===== src/rtl/tl_log_pkg.sv =====
// Shared TileLink log-collector definitions: channel codes, data-bearing opcodes,
// the has_data decode and the staged-header layout.
package tl_log_pkg;

  localparam int CH_A = 0;
  localparam int CH_B = 1;
  localparam int CH_C = 2;
  localparam int CH_D = 3;
  localparam int CH_E = 4;

  localparam logic [2:0] OP_PUT_FULL_DATA    = 3'd0;
  localparam logic [2:0] OP_PUT_PARTIAL_DATA = 3'd1;
  localparam logic [2:0] OP_PROBE_ACK_DATA   = 3'd5;
  localparam logic [2:0] OP_RELEASE_DATA     = 3'd7;
  localparam logic [2:0] OP_ACCESS_ACK_DATA  = 3'd1;
  localparam logic [2:0] OP_GRANT_DATA       = 3'd5;

  localparam int DEFAULT_BEATS = 4;
  localparam int NUM_SLOTS     = 4;

  typedef enum logic {ST_IDLE, ST_COLLECT} state_t;

  typedef struct packed {
    logic [2:0]  opcode;
    logic [2:0]  param;
    logic [7:0]  source;
    logic [7:0]  sink;
    logic [63:0] address;
    logic [63:0] user;
    logic [63:0] echo;
    logic [63:0] stamp;
  } hdr_t;

  // A and D/C data opcodes are the low / odd codes; B and E never carry data.
  function automatic logic has_data(input int channel, input logic [2:0] opcode);
    case (channel)
      CH_A:       return opcode <= OP_PUT_PARTIAL_DATA;
      CH_C, CH_D: return opcode[0];
      default:    return 1'b0;
    endcase
  endfunction

endpackage


===== src/rtl/tl_log_if.sv =====
// Snooped TileLink channel: handshake plus header and beat payload.
// The collector only ever listens (slave modport is input-only).
interface tl_log_if;
  logic        tl_valid;
  logic        tl_ready;
  logic [2:0]  tl_opcode;
  logic [2:0]  tl_param;
  logic [7:0]  tl_source;
  logic [7:0]  tl_sink;
  logic [63:0] tl_address;
  logic [63:0] tl_data;
  logic [63:0] tl_user;
  logic [63:0] tl_echo;

  modport master (
    output tl_valid, tl_ready, tl_opcode, tl_param, tl_source, tl_sink,
           tl_address, tl_data, tl_user, tl_echo
  );

  modport slave (
    input  tl_valid, tl_ready, tl_opcode, tl_param, tl_source, tl_sink,
           tl_address, tl_data, tl_user, tl_echo
  );
endinterface


===== src/rtl/tl_log_stamp_counter.sv =====
// Free-running 64-bit cycle counter used as the record timestamp; wraps to 0.
// Value updates every cycle, no backpressure.
module tl_log_stamp_counter (
  input  logic        clock,
  input  logic        reset,
  output logic [63:0] count
);

  always_ff @(posedge clock) begin
    if (reset) begin
      count <= '0;
    end else begin
      count <= count + 64'd1;
    end
  end

endmodule


===== src/rtl/tl_log_collector.sv =====
// Passive TileLink snoop: builds one log record per message, en pulses 1 cycle after
// the last (or only) beat; never backpressures the bus.
module tl_log_collector
  import tl_log_pkg::*;
#(
  parameter int CHANNEL = CH_A,
  parameter int BEATS   = DEFAULT_BEATS
) (
  input  logic        clock,
  input  logic        reset,
  input  logic        log_enable,
  tl_log_if.slave     tl,
  output logic        en,
  output logic [63:0] data_echo,
  output logic [63:0] data_user,
  output logic [63:0] data_data_0,
  output logic [63:0] data_data_1,
  output logic [63:0] data_data_2,
  output logic [63:0] data_data_3,
  output logic [63:0] data_address,
  output logic [7:0]  data_sink,
  output logic [7:0]  data_source,
  output logic [7:0]  data_param,
  output logic [7:0]  data_opcode,
  output logic [7:0]  data_channel,
  output logic [63:0] stamp
);

  localparam logic [2:0] LAST = 3'(BEATS - 1);

  state_t      state;
  logic [2:0]  beat_cnt;
  logic [2:0]  skip_cnt;
  hdr_t        hdr;
  hdr_t        cur_hdr;
  hdr_t        pub_hdr;
  logic [63:0] slot     [NUM_SLOTS];
  logic [63:0] pub_data [NUM_SLOTS];
  logic [63:0] cycle_cnt;
  logic        fire;
  logic        hd;
  logic        first_ok;
  logic        publish;

  tl_log_stamp_counter u_stamp (
    .clock (clock),
    .reset (reset),
    .count (cycle_cnt)
  );

  assign fire     = tl.tl_valid & tl.tl_ready;
  assign hd       = has_data(CHANNEL, tl.tl_opcode);
  assign first_ok = (state == ST_IDLE) && (skip_cnt == 3'd0) && log_enable;
  assign publish  = fire && ((first_ok && !hd) || (state == ST_COLLECT && beat_cnt == LAST));

  assign cur_hdr = '{opcode: tl.tl_opcode, param: tl.tl_param, source: tl.tl_source,
                     sink: tl.tl_sink, address: tl.tl_address, user: tl.tl_user,
                     echo: tl.tl_echo, stamp: cycle_cnt};
  assign pub_hdr = (state == ST_COLLECT) ? hdr : cur_hdr;

  // Single-beat records carry no payload; a finishing burst takes its last beat live.
  always_comb begin
    for (int k = 0; k < NUM_SLOTS; k++) begin
      pub_data[k] = '0;
      if (state == ST_COLLECT) begin
        if (k < BEATS - 1) begin
          pub_data[k] = slot[k];
        end else if (k == BEATS - 1) begin
          pub_data[k] = tl.tl_data;
        end
      end
    end
  end

  always_ff @(posedge clock) begin
    if (reset) begin
      state        <= ST_IDLE;
      beat_cnt     <= '0;
      skip_cnt     <= '0;
      hdr          <= '0;
      for (int k = 0; k < NUM_SLOTS; k++) slot[k] <= '0;
      en           <= 1'b0;
      data_echo    <= '0;
      data_user    <= '0;
      data_data_0  <= '0;
      data_data_1  <= '0;
      data_data_2  <= '0;
      data_data_3  <= '0;
      data_address <= '0;
      data_sink    <= '0;
      data_source  <= '0;
      data_param   <= '0;
      data_opcode  <= '0;
      data_channel <= '0;
      stamp        <= '0;
    end else begin
      en <= publish;
      if (fire) begin
        case (state)
          ST_IDLE: begin
            if (skip_cnt != 3'd0) begin
              skip_cnt <= skip_cnt - 3'd1;
            end else if (!log_enable) begin
              if (hd) skip_cnt <= LAST;
            end else if (hd) begin
              hdr      <= cur_hdr;
              slot[0]  <= tl.tl_data;
              beat_cnt <= 3'd1;
              state    <= ST_COLLECT;
            end
          end
          ST_COLLECT: begin
            slot[beat_cnt[1:0]] <= tl.tl_data;
            if (beat_cnt == LAST) begin
              beat_cnt <= '0;
              state    <= ST_IDLE;
            end else begin
              beat_cnt <= beat_cnt + 3'd1;
            end
          end
          default: state <= ST_IDLE;
        endcase
      end
      // Output registers move only on publish, so a new first beat cannot disturb them.
      if (publish) begin
        data_opcode  <= {5'b0, pub_hdr.opcode};
        data_param   <= {5'b0, pub_hdr.param};
        data_source  <= pub_hdr.source;
        data_sink    <= pub_hdr.sink;
        data_address <= pub_hdr.address;
        data_user    <= pub_hdr.user;
        data_echo    <= pub_hdr.echo;
        stamp        <= pub_hdr.stamp;
        data_channel <= 8'(CHANNEL);
        data_data_0  <= pub_data[0];
        data_data_1  <= pub_data[1];
        data_data_2  <= pub_data[2];
        data_data_3  <= pub_data[3];
      end
    end
  end

endmodule


===== src/flat_wrapper.sv =====
// flat-port wrapper written by rule: the top's interface ports become plain ports
module tl_log_collector_flat import tl_log_pkg::*;
#(
  parameter int CHANNEL = CH_A,
  parameter int BEATS   = DEFAULT_BEATS
)
  (clock, reset, log_enable, en, data_echo, data_user, data_data_0, data_data_1, data_data_2, data_data_3, data_address, data_sink, data_source, data_param, data_opcode, data_channel, stamp, tl_tl_valid, tl_tl_ready, tl_tl_opcode, tl_tl_param, tl_tl_source, tl_tl_sink, tl_tl_address, tl_tl_data, tl_tl_user, tl_tl_echo);
  tl_log_if tl_i ();
  input  logic clock;
  input  logic reset;
  input  logic log_enable;
  output logic en;
  output logic [63:0] data_echo;
  output logic [63:0] data_user;
  output logic [63:0] data_data_0;
  output logic [63:0] data_data_1;
  output logic [63:0] data_data_2;
  output logic [63:0] data_data_3;
  output logic [63:0] data_address;
  output logic [7:0] data_sink;
  output logic [7:0] data_source;
  output logic [7:0] data_param;
  output logic [7:0] data_opcode;
  output logic [7:0] data_channel;
  output logic [63:0] stamp;
  input wire logic [$bits(tl_i.tl_valid)-1:0] tl_tl_valid;
  input wire logic [$bits(tl_i.tl_ready)-1:0] tl_tl_ready;
  input wire logic [$bits(tl_i.tl_opcode)-1:0] tl_tl_opcode;
  input wire logic [$bits(tl_i.tl_param)-1:0] tl_tl_param;
  input wire logic [$bits(tl_i.tl_source)-1:0] tl_tl_source;
  input wire logic [$bits(tl_i.tl_sink)-1:0] tl_tl_sink;
  input wire logic [$bits(tl_i.tl_address)-1:0] tl_tl_address;
  input wire logic [$bits(tl_i.tl_data)-1:0] tl_tl_data;
  input wire logic [$bits(tl_i.tl_user)-1:0] tl_tl_user;
  input wire logic [$bits(tl_i.tl_echo)-1:0] tl_tl_echo;
  assign tl_i.tl_valid = tl_tl_valid;
  assign tl_i.tl_ready = tl_tl_ready;
  assign tl_i.tl_opcode = tl_tl_opcode;
  assign tl_i.tl_param = tl_tl_param;
  assign tl_i.tl_source = tl_tl_source;
  assign tl_i.tl_sink = tl_tl_sink;
  assign tl_i.tl_address = tl_tl_address;
  assign tl_i.tl_data = tl_tl_data;
  assign tl_i.tl_user = tl_tl_user;
  assign tl_i.tl_echo = tl_tl_echo;
  tl_log_collector #(.CHANNEL(CHANNEL), .BEATS(BEATS)) u_core (.clock(clock), .reset(reset), .log_enable(log_enable), .tl(tl_i), .en(en), .data_echo(data_echo), .data_user(data_user), .data_data_0(data_data_0), .data_data_1(data_data_1), .data_data_2(data_data_2), .data_data_3(data_data_3), .data_address(data_address), .data_sink(data_sink), .data_source(data_source), .data_param(data_param), .data_opcode(data_opcode), .data_channel(data_channel), .stamp(stamp));
endmodule

===== config.mk =====
export PLATFORM = sky130hd
export DESIGN_NAME = tl_log_collector_flat
export DESIGN_NICKNAME = d
export VERILOG_FILES = /design/src/rtl/tl_log_pkg.sv /design/src/rtl/tl_log_if.sv /design/src/rtl/tl_log_stamp_counter.sv /design/src/rtl/tl_log_collector.sv /design/src/flat_wrapper.sv
export SDC_FILE = /design/constraint.sdc
export NUM_CORES = 2
export LEC_CHECK = 0
export BUFFER_PORTS_ARGS = -buffer_cell sky130_fd_sc_hd__buf_4
export CORE_AREA = 2 2 323 325
export CTS_BUF_LIST = sky130_fd_sc_hd__clkbuf_8 sky130_fd_sc_hd__clkbuf_16
export CTS_CLUSTER_SIZE = 20
export DETAILED_ROUTE_END_ITERATION = 6
export DIE_AREA = 0 0 325 327
export PLACE_DENSITY_LB_ADDON = 0.25
export SLEW_MARGIN = 0
export SYNTH_ARGS = -nofsm -noshare
export SYNTH_HDL_FRONTEND = slang
export SYNTH_SLANG_ARGS = --single-unit

===== constraint.sdc =====
create_clock -name clock -period 3.87 [get_ports clock]
set_clock_uncertainty 0.15 [all_clocks]
set_input_delay 1.161 -clock clock [delete_from_list [all_inputs] [get_ports clock]]
set_output_delay 1.161 -clock clock [all_outputs]
set_load 0.03 [all_outputs]

==> results.md <==
* Hold buffers post-CTS at 0
* Routed Antenna Nets at 0
* Area Overhead vs Synth at 29.83%
* Rel. slew slack at 39.55%
* Drt total wl at 113400 um
* TNS Setup at 0 ns
* Area leader, netlist: dfxtp_1
* Drt initial violations at 1927
* CP startpoint kind: register
* Initial antenna violation count at 13
* Power per Cell Area at 487.9 nW/um^2
* Synthesis Warnings at 0
* GRT Util Overall at 20.39%
* Post-synth EDFFs at 192
* Fmax at 348.3 MHz
* Clock transition at path regs at 0.06 ns
* # rows at 118
* Worst-path maximum fanout at 55
* Synth top area share at 46.03%
* Clock Sinks at 1076
* Worst-Skew Late Latency at 0.69 ns
* Post-CTS sizing at 0
* Post-synthesis sequential area ratio at 61.03%
* Period utilisation layout at 74.19%
* Ys flop type: dfxtp_1
* Worst-case clock buffer depth at 3
* CORE AREA at 102900 um^2
* Synth unique cells at 48
* Vias per cell at 5.181
* Die height at 327 um
* FFs w/ async S/R, synth at 0%
* Netlist Area Pre-Place at 38450 um^2
* Pre-CTS WS at 0.6154 ns
* Final Hold Fails at 0
* Worst Path Arrival at 3.30 ns
* Max Transition Viols Final at 0
* Nets@finish at 4259
* Ranking of synthesized cells by area: dfxtp_1 (46%), edfxtp_1 (15%), a22o_1 (12%), mux2i_1 (7.3%), a211oi_1 (5.5%)
* H-tree levels at 3
* Final Non-Filler Cells at 5450
* Initial Util at 37.36%
* Count leader, synth: dfxtp_1
* Worst-Margin Slew at 0.9068 ns
* Routed WL per cell at 20.80 um
* CTS tree: yes
* Buffers & Inverters on Critical Path at 3
* GR Overflow Total at 0
* Vias in the first global route at 26974
* Final worst slack at 0.9989 ns
* Peak VDD IR at 0.3484 mV
* Final min period at 2.871 ns
* Crit Path Class: register to register
* Critical path, cell by cell: ha_1 -> nor2b_1 -> nand2_1 -> a21oi_4 -> buf_4 -> buf_12 -> buf_12 -> nor2_1 -> a211oi_1
* Input/output buffers at 817
* Routability cong. at 0.7884
* Cell family with most CP delay: buffers and inverters
* WP data required at 4.30 ns
* RSZ-0062 raised after global routing: no
* Avg Inst Size Synth at 11.78 um^2
* Max cap viols at 0
* # IOs at 836
* Die ar. at 106300 um^2
* CP Capture Type: register
* Largest regs: u_core.hdr (278), u_core.slot (192)
* Top post-synthesis cells by count: dfxtp_1 (884), a22o_1 (532), nor2_1 (342), a211oi_1 (280), mux2i_1 (279)
* Slowest cell on the critical path: dfxtp_1
* Mapped Cells at 3264
* Setup Fix Bufs, Post-CTS at 0
* Largest Register: u_core.hdr
* Dpl hpwl at 74920 um
* Hold Path Class: register to register
* Dpl cells at 5238
* Status: finished clean
* Chip width at 325 um
* Cell at the root of the clock tree: clkbuf_16
* Most common cell on crit path: buf_12
* Final setup violation count at 0
* FILL cells at 9303
* Share of cells above drive strength 1 at 26.67%
* Vias at 28236
* Largest stage delay, worst path at 0.45 ns
* Max reg flops at 278
* Global-route wire length before repair at 170500 um
* Num CTS Buffers at 111
* Flops & latches, synth at 1076
* DRT Pass-1 Iters at 5
* Largest net degree at the start of global routing at 171
* # DRC at 0
* LEAKAGE at 19.86 nW
## power breakdown
part           internal (mW)  total [mW]  switching (mW)
Sequential              11.6        11.8           0.126
Combinational          0.632        1.70            1.06
Clock                   6.40        10.9            4.50
## cell families (layout without fill, tap and decap cells)
| kind of cell | count (synthesis) | in the layout | share of synthesized area [%] |
|---|---|---|---|
| compound gates | 861 | 861 | 18.30 |
| xor+xnor | 40 | 40 | 0.9113 |
| fa+ha+maj | 5 | 5 | 0.1627 |
| buf+inv | 318 | 1101 | 3.443 |
| flops | 1076 | 1076 | 61.03 |
| mux | 280 | 280 | 7.293 |
| other cells | 1 | 24 | 0.009754 |
| simple gates | 683 | 683 | 8.855 |
## layer usage
metal,share of wire [%],vias up,track usage (%)
met5,0.093,-,0
met4,3.0,16,7.337
met3,8.4,177,6.812
met2,45,838,31.34
met1,44,13687,26.73
li1,-,13518,-
## metrics by stage
stage / utilization (%) / area, um^2 / hold slack [ns] / total power, mW
floorplan: - / 38510 / 0.2795 / 12.88
global placement: 44.80 / 46100 / 0.2867 / 13.70
detailed placement: 44.80 / 46100 / 0.2899 / 13.71
CTS: 48.49 / 49900 / 0.2779 / 24.62
global route: 48.50 / 49910 / 0.2881 / 25.23
finish: 48.50 / 49910 / 0.2754 / 24.36
## path summary, 6_finish.rpt
path	slack (ns)	to	startpoint	cells after the start
setup reg to reg	1.0	u_core.data_user[7]$_SDFFE_PP0P_	u_core.beat_cnt[1]$_SDFFE_PP0P_	9
hold reg to reg	0.28	u_core.data_data_1[4]$_SDFFE_PP0P_	u_core.slot[1][4]$_SDFFCE_PN0P_	1
setup / recovery	1.0	u_core.data_user[7]$_SDFFE_PP0P_	u_core.beat_cnt[1]$_SDFFE_PP0P_	9
hold / removal	0.28	u_core.data_data_1[4]$_SDFFE_PP0P_	u_core.slot[1][4]$_SDFFCE_PN0P_	1
## layout by cell type, fill, tap and decap left out, types with 16 or more instances in the layout
cell,instances
a211oi_1,280
a21oi_1,18
a22o_1,532
and2_1,133
and3_1,70
buf_12,34
buf_4,848
clkbuf_16,112
clkbuf_8,35
clkinv_2,16
conb_1,18
dfxtp_1,883
edfxtp_1,192
inv_1,39
mux2i_1,279
nand2_1,28
nand3_1,24
nand4_1,27
nor2_1,340
o21ai_0,20
xor2_1,32
## worst register-to-register path, stage by stage, from the launching register on
cell and delay [ns]:
dfxtp_1 0.45, ha_1 0.21, nor2b_1 0.34, nand2_1 0.24, a21oi_4 0.32, buf_4 0.23
buf_12 0.24, buf_12 0.28, nor2_1 0.06, a211oi_1 0.23
## final cells by class
| cell class | instances | area (um^2) | area share (%) |
|---|---|---|---|
| clock inverter | 59 | 516.7 | 1.035 |
| tap | 1380 | 1727 | 3.459 |
| antenna | 6 | 15.01 | 0.03008 |
| sequential | 1076 | 23470 | 47.01 |
| inverter | 12 | 45.04 | 0.09024 |
| clock buffer | 147 | 3284 | 6.580 |
| timing repair buffer | 883 | 7062 | 14.15 |
| multi-input combinational | 1887 | 13800 | 27.64 |
(Power assumes the default switching activity.)
